<file path="config.mk">
export PLATFORM = sky130hd
export DESIGN_NAME = reg_read_stage
export DESIGN_NICKNAME = d
export VERILOG_FILES = /design/src/rtl/reg_read_stage.sv
export SDC_FILE = /design/constraint.sdc
export NUM_CORES = 1
export LEC_CHECK = 0
export CAP_MARGIN = 20
export CORE_ASPECT_RATIO = 0.75
export CORE_MARGIN = 4
export CORE_UTILIZATION = 44
export CTS_CLUSTER_SIZE = 20
export DETAILED_ROUTE_END_ITERATION = 16
export PLACE_DENSITY = 0.77
export SKIP_CTS_REPAIR_TIMING = 1
export SYNTH_ARGS = -nofsm -noshare
export SYNTH_HDL_FRONTEND = slang
export SYNTH_SLANG_ARGS = --single-unit
</file>
<file path="constraint.sdc">
create_clock -name clk -period 2.6 [get_ports clk]
set_input_delay 0.65 -clock clk [delete_from_list [all_inputs] [get_ports clk]]
set_output_delay 0.65 -clock clk [all_outputs]
set_load 0.05 [all_outputs]
</file>
<file path="src/rtl/reg_read_stage.sv">
`default_nettype none
// ============================================================================
// Module   : reg_read_stage
// Purpose  : In-order register-read/issue stage with scoreboard and optional
//            operand forwarding (enabled by defining RR_FWRD_EN).
// Revision : 1.0 - initial release
// ============================================================================
module reg_read_stage #(
    parameter int NUM_FUS = 4,
    parameter int NREGS   = 32,
    parameter int XLEN    = 32,
    parameter int RW      = $clog2(NREGS),
    parameter int FSW     = (NUM_FUS > 1) ? $clog2(NUM_FUS) : 1
) (
    input  logic             clk,
    input  logic             rst_n,
    input  logic             flush,
    input  logic             in_valid,
    output logic             in_ready,
    input  logic [RW-1:0]    in_src1_reg,
    input  logic [RW-1:0]    in_src2_reg,
    input  logic [RW-1:0]    in_dst_reg,
    input  logic             in_wen,
    input  logic [FSW-1:0]   in_fu_sel,
    output logic [RW-1:0]    rf_rd1_addr,
    output logic [RW-1:0]    rf_rd2_addr,
    input  logic [XLEN-1:0]  rf_rd1_data,
    input  logic [XLEN-1:0]  rf_rd2_data,
    output logic [RW-1:0]    fwrd_src1_reg,
    output logic [RW-1:0]    fwrd_src2_reg,
    input  logic             fwrd_src1_hit,
    input  logic             fwrd_src2_hit,
    input  logic [XLEN-1:0]  fwrd_src1_val,
    input  logic [XLEN-1:0]  fwrd_src2_val,
    input  logic             wb_valid,
    input  logic [RW-1:0]    wb_dst_reg,
    output logic             out_valid,
    input  logic             out_ready,
    output logic [XLEN-1:0]  out_src1_val,
    output logic [XLEN-1:0]  out_src2_val,
    output logic [RW-1:0]    out_dst_reg,
    output logic             out_wen,
    output logic [FSW-1:0]   out_fu_sel
);

    logic             hold_valid_q, hold_valid_d;
    logic [RW-1:0]    src1_q, src1_d, src2_q, src2_d, dst_q, dst_d;
    logic             wen_q, wen_d;
    logic [FSW-1:0]   fu_sel_q, fu_sel_d;
    logic             rdy1_q, rdy1_d, rdy2_q, rdy2_d;
    logic [XLEN-1:0]  val1_q, val1_d, val2_q, val2_d;

    logic             out_valid_q, out_valid_d;
    logic [XLEN-1:0]  out_src1_q, out_src1_d, out_src2_q, out_src2_d;
    logic [RW-1:0]    out_dst_q, out_dst_d;
    logic             out_wen_q, out_wen_d;
    logic [FSW-1:0]   out_fu_sel_q, out_fu_sel_d;

    logic [NREGS-1:0] busy_q, busy_d;

    logic             op1_rdy, op2_rdy;
    logic [XLEN-1:0]  op1_val, op2_val;
    logic             issue_fire;
    logic             accept;

    // Operand resolution: a latched operand is never re-resolved.
    always_comb begin
        op1_rdy = rdy1_q;
        op1_val = val1_q;
        if (!rdy1_q) begin
            if (src1_q == '0) begin
                op1_rdy = 1'b1;
                op1_val = '0;
            end
`ifdef RR_FWRD_EN
            else if (fwrd_src1_hit) begin
                op1_rdy = 1'b1;
                op1_val = fwrd_src1_val;
            end
`endif
            else if (!busy_q[src1_q]) begin
                op1_rdy = 1'b1;
                op1_val = rf_rd1_data;
            end
        end
    end

    always_comb begin
        op2_rdy = rdy2_q;
        op2_val = val2_q;
        if (!rdy2_q) begin
            if (src2_q == '0) begin
                op2_rdy = 1'b1;
                op2_val = '0;
            end
`ifdef RR_FWRD_EN
            else if (fwrd_src2_hit) begin
                op2_rdy = 1'b1;
                op2_val = fwrd_src2_val;
            end
`endif
            else if (!busy_q[src2_q]) begin
                op2_rdy = 1'b1;
                op2_val = rf_rd2_data;
            end
        end
    end

    // WAW check uses busy_q, i.e. the state before this cycle's write-back.
    assign issue_fire = hold_valid_q && op1_rdy && op2_rdy &&
                        !(wen_q && busy_q[dst_q]) &&
                        (!out_valid_q || out_ready);
    assign in_ready   = !hold_valid_q || issue_fire;
    assign accept     = in_valid && in_ready;

    always_comb begin
        hold_valid_d = hold_valid_q;
        src1_d       = src1_q;
        src2_d       = src2_q;
        dst_d        = dst_q;
        wen_d        = wen_q;
        fu_sel_d     = fu_sel_q;
        rdy1_d       = rdy1_q;
        rdy2_d       = rdy2_q;
        val1_d       = val1_q;
        val2_d       = val2_q;
        out_valid_d  = out_valid_q;
        out_src1_d   = out_src1_q;
        out_src2_d   = out_src2_q;
        out_dst_d    = out_dst_q;
        out_wen_d    = out_wen_q;
        out_fu_sel_d = out_fu_sel_q;
        busy_d       = busy_q;

        if (hold_valid_q) begin
            rdy1_d = op1_rdy;
            val1_d = op1_val;
            rdy2_d = op2_rdy;
            val2_d = op2_val;
        end

        if (issue_fire) begin
            hold_valid_d = 1'b0;
            out_valid_d  = 1'b1;
            out_src1_d   = op1_val;
            out_src2_d   = op2_val;
            out_dst_d    = dst_q;
            out_wen_d    = wen_q;
            out_fu_sel_d = fu_sel_q;
        end else if (out_ready) begin
            out_valid_d = 1'b0;
        end

        if (accept) begin
            hold_valid_d = 1'b1;
            src1_d       = in_src1_reg;
            src2_d       = in_src2_reg;
            dst_d        = in_dst_reg;
            wen_d        = in_wen;
            fu_sel_d     = in_fu_sel;
            rdy1_d       = 1'b0;
            rdy2_d       = 1'b0;
            val1_d       = '0;
            val2_d       = '0;
        end

        // Clear first so a same-register set in the same cycle wins.
        if (wb_valid) begin
            busy_d[wb_dst_reg] = 1'b0;
        end
        if (issue_fire && wen_q) begin
            busy_d[dst_q] = 1'b1;
        end
        busy_d[0] = 1'b0;

        if (flush) begin
            hold_valid_d = 1'b0;
            out_valid_d  = 1'b0;
            busy_d       = '0;
        end
    end

    always_ff @(posedge clk or negedge rst_n) begin
        if (!rst_n) begin
            hold_valid_q <= 1'b0;
            src1_q       <= '0;
            src2_q       <= '0;
            dst_q        <= '0;
            wen_q        <= 1'b0;
            fu_sel_q     <= '0;
            rdy1_q       <= 1'b0;
            rdy2_q       <= 1'b0;
            val1_q       <= '0;
            val2_q       <= '0;
            out_valid_q  <= 1'b0;
            out_src1_q   <= '0;
            out_src2_q   <= '0;
            out_dst_q    <= '0;
            out_wen_q    <= 1'b0;
            out_fu_sel_q <= '0;
            busy_q       <= '0;
        end else begin
            hold_valid_q <= hold_valid_d;
            src1_q       <= src1_d;
            src2_q       <= src2_d;
            dst_q        <= dst_d;
            wen_q        <= wen_d;
            fu_sel_q     <= fu_sel_d;
            rdy1_q       <= rdy1_d;
            rdy2_q       <= rdy2_d;
            val1_q       <= val1_d;
            val2_q       <= val2_d;
            out_valid_q  <= out_valid_d;
            out_src1_q   <= out_src1_d;
            out_src2_q   <= out_src2_d;
            out_dst_q    <= out_dst_d;
            out_wen_q    <= out_wen_d;
            out_fu_sel_q <= out_fu_sel_d;
            busy_q       <= busy_d;
        end
    end

    assign rf_rd1_addr = src1_q;
    assign rf_rd2_addr = src2_q;

`ifdef RR_FWRD_EN
    assign fwrd_src1_reg = src1_q;
    assign fwrd_src2_reg = src2_q;
`else
    assign fwrd_src1_reg = '0;
    assign fwrd_src2_reg = '0;
    logic unused_fwrd;
    assign unused_fwrd = ^{fwrd_src1_hit, fwrd_src2_hit, fwrd_src1_val, fwrd_src2_val};
`endif

    assign out_valid    = out_valid_q;
    assign out_src1_val = out_src1_q;
    assign out_src2_val = out_src2_q;
    assign out_dst_reg  = out_dst_q;
    assign out_wen      = out_wen_q;
    assign out_fu_sel   = out_fu_sel_q;

endmodule
`default_nettype wire

</file>
Word level (Yosys, flattened, before mapping)
Cells that the tools add are included.
{"block": "totals", "register_bits": 190, "inputBits": 159, "output_inout_bits": 94, "wordCells": 84}
{"block": "op_classes", "order_cmp": 6, "mux": 39, "bitwise": 3, "reduce_logical": 19}
{"op": "two-way mux 32 bit", "count": 13}
{"op": "AND 32 bit", "count": 1}
{"op": "NOT 32 bit", "count": 1}
{"op": "OR 32 bit", "count": 1}
{"op": "less-than comparator 5 x 6 -> 1 bit (second input constant)", "count": 4}
{"op": "two-way mux 1 bit", "count": 21}
{"op": "binary-select mux 1 bit (select 5 bit)", "count": 3}
{"op": "demux 1 bit (select 5 bit)", "count": 2}
{"op": ">= comparator 5 x 1 -> 1 bit (second input constant)", "count": 2}
{"op": "zero test 5 bit", "count": 2}
{"op": "logical AND 1 bit", "count": 9}
{"op": "nonzero test 3 bit", "count": 2}
{"op": "zero test 1 bit", "count": 3}
{"op": "logical OR 1 bit", "count": 2}
{"op": "nonzero test 2 bit", "count": 1}

Logic depth before layout (Yosys ltp)
Gate-level depths: netlist of run 1.
{"block": "depth", "word_depth": 13, "depth_mapped": 11, "depth_no_buf": 7}

Worst setup path before layout of run 1
OpenSTA, ideal clock, no wires.
{"block": "synth_timing", "kind": "register to output", "from": "register src2_q[2], in the netlist rf_rd2_addr[2]", "to": "output port in_ready", "arrival_ns": 2.739, "required_time_ns": 1.950, "setup_slack_ns": -0.789, "path_stages_with_launch": 8, "n_path_buf": 1, "path_cell_list": "dfrtp_1 buf_2 mux4_2 o22ai_1 a211o_1 a31oi_4 a2111oi_2 nand2b_1"}
{"block": "synth_via", "elab_chain_cells": 9, "elab_cells_between_ends": 10, "classes_between": "5 x mux; 5 x reduce/logical"}
{"item": "start: declaration", "line_no": "47", "source": "logic [RW-1:0] src1_q, src1_d, src2_q, src2_d, dst_q, dst_d;"}
{"item": "start signal: assignment", "line_no": "205", "source": "src2_q <= src2_d;"}
{"item": "binary-select mux 1 bit (select 5 bit)", "line_no": "102", "source": "else if (!busy_q[src2_q]) begin"}
{"item": "two-way mux 1 bit (not written as such)", "line_no": "102"}
{"item": "two-way mux 1 bit", "line_no": "102"}
{"item": "two-way mux 1 bit (*)", "line_no": "92", "source": "if (src2_q == '0) begin"}
{"item": "two-way mux 1 bit (*)", "line_no": "91", "source": "if (!rdy2_q) begin"}
{"item": "logical AND 1 bit (*) (2 in a row)", "line_no": "110", "source": "assign issue_fire = hold_valid_q && op1_rdy && op2_rdy &&"}
{"item": "logical AND 1 bit (*)", "line_no": "111", "source": "!(wen_q && busy_q[dst_q]) &&"}
{"item": "logical OR 1 bit (*)", "line_no": "113", "source": "assign in_ready = !hold_valid_q || issue_fire;"}
{"item": "end: declaration", "line_no": "19", "source": "output logic in_ready,"}
Mark *: on every way between the ends. The rest lies on a longest branch, timed or not. The select of a mux whose other input is x is not followed.

Final worst setup path of run 1
{"block": "layout_timing", "from": "register dst_q[0]", "to": "output port in_ready"}
{"block": "layout_via", "elab_chain_cells": 7}
{"item": "start: declaration", "line_no": "47"}
{"item": "start signal: assignment", "line_no": "206", "source": "dst_q <= dst_d;"}
{"item": "binary-select mux 1 bit (select 5 bit)", "line_no": "111"}
{"item": "two-way mux 1 bit (not written as such)", "line_no": "111"}
{"item": "logical AND 1 bit", "line_no": "111"}
{"item": "zero test 1 bit", "line_no": "111"}
{"item": "logical AND 1 bit", "line_no": "110"}
{"item": "logical AND 1 bit", "line_no": "111"}
{"item": "logical OR 1 bit", "line_no": "113"}
No other way between the ends. The select of a mux whose other input is x is not followed.

==> qor.csv, run 1 <==
metric,value,unit
antenna_found_initial,1,
place_congestion,0.883,
fin_nets,1197,
grtUsageTotal,22.3,%
synthArstFlopShare,100,%
synthTopCellsByArea,"dfrtp_1 51%, mux2_2 11%, nand2_1 3.8%, a32o_1 3.5%, mux2i_1 3.1%",
grt_pass1_wl,42.0,mm
ys.warnings.count,0,
hpwl,18.3,mm
finalCriticalPeriod,3.28,ns
core_area,20500,sq um
cpPeakStageDelay,0.53,ns
fill_cells,1441,
status,finished with violations,
crit_path_end_kind,primary output,
grt_overflow,0,
synth_top_cell_area_share,51.0,%
syn_area_per_cell,11.6,sq um
cts.sinks,189,
place_ws,-0.332,ns
cp.required,1.95,ns
hold_path_class,primary input to async pin,
die_h,134,microns
cts_root_buffer,clkbuf_16,
wl_per_cell,22.6,microns
viasPerCell,5.91,
drcViolationCount,0,
synthAdderAreaFrac,0,%
die_area,23500,sq um
n_antenna_cell,0,
yosysTopAreaCell,dfrtp_1,
layout-drive-gt1-share,31.1,%
worstPathArrival,2.63,ns
worst_slew_pin_slew,0.866,ns
die_width,176,microns
power_density,1230,nW/um^2
drt_iter0_markers,718,
grt_max_degree,68,
ios,253,
p_leak,6.17,nW
place_inst,1267,
utilization,69.4,%
fmax,304,MHz
place_area,12200,sq um
ir_drop,0.000876,V
fin_crit_sh,126,%
critPathLaunchType,register,
cts_made_buffers,17,
post_synth_mux_area_share,16.0,%
synth_top_family_by_area,compound AO/OA/AOI/OAI gates,
critPathSlowestCell,mux4_2,
crit_start,dst_q[0]$_DFFE_PN0P_,
synth_cell_types,50,
setup_viol,189,
crit_family,compound AO/OA/AOI/OAI gates,
h-tree-depth,4,
cts_buffer_depth,2,
synth-simple-area-share,10.4,%
final_cells,1333,
violations,negative setup slack,
slew_viol_final,0,
wirelength,30.2,mm
rsz0062_at_grt,yes,
ys_seq_elements,189,
yosysSeqAreaShare,51.0,%
floorplan.rows,45,
clock_latency,0.44,ns
vias,7875,
ant_nets,0,
syn2layout_area_growth,53.3,%
synth_flop_cell,dfrtp_1,
firstDrtPassIters,6,
finalHoldViolCount,0,
start_util,45.3,%
critPathBufInv,1,
path_class,register to primary output,
r2r-start,rf_rd2_addr[2]$_DFFE_PN0P_,
synth_compound_area_share,18.5,%
hold_ws,0.155,ns
cts_tree,done,
fin_area,14200,sq um
grt_pass1_vias,7539,
finalWorstSetupSlack,-0.685,ns
worst_clock_skew,0.0192,ns
synth_xor_area_share,0,%
finalPower,17.5,mW
synthTopCellsByCount,"189 x dfrtp_1, 94 x mux2_2, 94 x nand2_1",
syn_inst,801,
crit_fanout,4,
synth_area,9280,sq um
path_cells,mux4_2 -> a32oi_1 -> o221a_1 -> o21ai_4 -> a2111oi_4 -> nand2b_4 -> buf_12,
yosysMostFrequentCell,dfrtp_1,
clk_pin_slew,0.08,ns
io_buffers,176,
finalSetupTns,-88.06,ns
cap_violations,0,
relSlewSlack,42.1,%
synth-edff-count,0,
## layout make-up
| type | instances | area, sq um | share of cell area (%) |
|---|---|---|---|
| repair buffers | 279 | 3180 | 22.4 |
| clock inverters | 15 | 180 | 1.27 |
| clock buffers | 17 | 425 | 2.99 |
| flip-flops and latches | 189 | 4740 | 33.3 |
| well taps | 282 | 353 | 2.48 |
| multi-input cells | 546 | 5320 | 37.4 |
| inverters | 5 | 18.8 | 0.132 |
## layout by cell type (no fill, tap or decap), types with 11 or more instances in the layout
cell type        count
o31ai_4             23
buf_6               14
nor2b_1             24
a2bb2o_4            24
clkbuf_16           31
clkdlybuf4s50_1    173
buf_4               48
a32o_1              32
mux2i_1             29
nor2_1              11
mux2_4              83
nand3b_1            22
buf_12              24
a22o_1              32
nand2_1             93
dfrtp_1            183
o21ai_0             49
mux2_2              11
## metal layers
| metal | wire, microns | global-route usage, % | vias to the layer above | part of all wire [%] |
|---|---|---|---|---|
| li1 | - | - | 3453 | - |
| met1 | 13600 | 33.4 | 3986 | 45 |
| met2 | 13100 | 32.0 | 397 | 44 |
| met3 | 3080 | 7.40 | 37 | 10 |
| met4 | 326 | 4.11 | 2 | 1.1 |
| met5 | 12 | 0 | - | 0.040 |
## cells by family (layout without fill, tap and decap cells)
logic type | Yosys count | in the layout
AND/OR/NAND/NOR | 192 | 192
buffers and inverters | 75 | 316
flip-flops | 189 | 189
AO/OA/AOI/OAI | 215 | 215
multiplexers | 129 | 129
other | 1 | 10
## where the power goes
| group | switching (mW) | leakage [nW] | internal (mW) |
|---|---|---|---|
| clock | 1.37 | 0.298 | 1.32 |
| combinational | 5.52 | 3.40 | 4.73 |
| sequential | 0.725 | 2.47 | 3.86 |
| total | 7.61 | 6.17 | 9.91 |
## worst paths after layout
path,end,cells after the start,slack (ns)
worst max-delay path,in_ready,7,-0.68
worst min-delay path,rf_rd2_addr[0]$_DFFE_PN0P_,1,0.16
worst max register to register,val2_q[12]$_DFFE_PN0P_,13,-0.58
worst min register to register,val2_q[24]$_DFFE_PN0P_,1,0.49
max in group asynchronous,rf_rd1_addr[1]$_DFFE_PN0P_,2,1.66
min in group clk,val2_q[24]$_DFFE_PN0P_,1,0.49
No activity file was read; power rests on OpenSTA's default activity.
==> inputs of run 2 (changes only) <==
Settings changed: CAP_MARGIN 20 to not set.
==> results of run 2 <==
Final layout, timing and power as in run 1 (identical DEF).
==> inputs of run 3 (changes only) <==
Settings changed: CAP_MARGIN set to 20.
==> results of run 3 <==
Final layout, timing and power as in run 1 (identical DEF).
==> RTL edit, RTL diff (settings of run 3) <==
The option `RR_FWRD_EN` is turned on by a define.
--- a/src/rtl/reg_read_stage.sv
+++ b/src/rtl/reg_read_stage.sv
@@ -5,6 +5,8 @@
 //            operand forwarding (enabled by defining RR_FWRD_EN).
 // Revision : 1.0 - initial release
 // ============================================================================
+`define RR_FWRD_EN
+
 module reg_read_stage #(
     parameter int NUM_FUS = 4,
     parameter int NREGS   = 32,
Check against the original RTL: not equivalent (a bounded check fails within 4 cycles, from zero or initial values and one cycle with rst_n low).
==> RTL edit against run 3 <==
  * The run still ends with negative setup slack left
  * Die area rose by 16%
  * Global-route usage rose by 3.8 points
  * Sequential cell count did not move
  * Via count rose by 33%
  * Cell area rose by 8.2%
  * Clock skew fell by 5.8 ps
  * Critical endpoint unchanged
  * Area after synthesis rose by 17%
  * Sequential share of layout area fell by 2.5 points
  * Routed wire length rose by 27%
  * Sequential power fell by 0.9%
  * Total power fell by 7.2%
  * Largest cell class unchanged
  * Setup slack got worse by 130 ps
==> RTL edit: results (changes against run 3) <==
run status: complete, but fails checks
failing checks: negative setup slack
clock skew: 13.34 ps (-5.817 ps)
clock buf count: 21 (+4)
clock-cell share of area: 3.791% (-0.47 points)
global-route wire length before repair: 57040 um (+36%)
initial antenna violation count: 0 (-1)
inverter count: 10 (+5)
Core Rows: 49 (+8.9%)
GPL Wtd Cong: 0.9583 (+8.5%)
most frequent cells after synthesis: dfrtp_1 (189), o211ai_1 (81), clkbuf_1 (76), mux2_2 (76), a32o_1 (66)
post-place setup slack: -488.8 ps (-157.0 ps)
GRT Util Overall: 26.08% (+3.8 points)
total negative setup slack: -78230 ps (+9823 ps)
syn avg cell area: 10.64 um2 (-8.1%)
WL met3: 4326 um (+40%)
DRT Wirelength: 38440 um (+27%)
via count of the first global-routing pass: 10.24k (+36%)
Signal buf overhead: 25.24% (+2.9 points)
Sw Share: 44.50% (+1.0 points)
R2R Setup Slk: -530 ps (+50 ps)
largest net degree at the start of global routing: 67 (-1.5%)
area delta synth->final: 42.07%
placed insts: 1586 (+25%)
post-DR wirelength/cell: 23.50 um (+3.8%)
peak supply drop: 760.5 uV (-13%)
crit path max fanout: 5 (+1)
top sig layer: met4
final hold slack: 198.4 ps (+43.03 ps)
share of cells above drive strength 1: 25.98% (-5.1 points)
input/output buffers: 252 (+43%)
Gate power share: 55.7% (-2.8 points)
post-DP HPWL: 24790 um (+36%)
WL met1: 16080 um (+18%)
Final setup violation count: 194 (+2.6%)
fillers: 1904 (+32%)
DRT iter0 DRCs: 1176 (+64%)
met2 wire length: 17190 um (+31%)
Pint: 9.021 mW (-8.9%)
register area share after synthesis: 43.69% (-7.3 points)
post-route setup slack: -812.7 ps (-128.1 ps)
WP data arrival: 2760 ps (+130 ps)
synth top area cells: dfrtp_1 (44%), mux2_2 (7.9%), a32o_1 (6.1%)
Cell variety after synth: 56 (+12%)
-- RTL edit: critical path, cell delays in order (launching register included) --
cell and delay (ps):
dfrtp_2 460, mux4_2 540, mux2i_2 210, mux2i_4 90, and3_4 180, a311oi_4 410
nand4_4 190, nand2_8 90, buf_12 140
-- RTL edit: cell families (layout without fill, tap and decap cells) --
logic type	after synthesis	after routing	synth area share, %
AOI/OAI and AO/OA	336	336	24.77
and+or+nand+nor	236	236	11.59
DFF	189	189	43.69
buffers and inverters	129	417	5.305
muxes	127	127	14.64
-- RTL edit: worst max path at each step --
stage                                      end  slack (ps)  cells past startpoint
after floorplan                       in_ready        -700                     10
after detailed placement   busy_q[8]$_DFF_PN0_        -490                     10
after global placement    busy_q[15]$_DFF_PN0_        -440                     10
after global routing                  in_ready        -890                      8
after CTS                             in_ready        -940                      8
final                                 in_ready        -810                      8
-- RTL edit: layer usage --
metal	vias to the layer above	track usage (%)
met5	-	0
met4	0	6.248
met3	89	7.916
met2	607	40.74
met1	5180	36.04
li1	4588	-
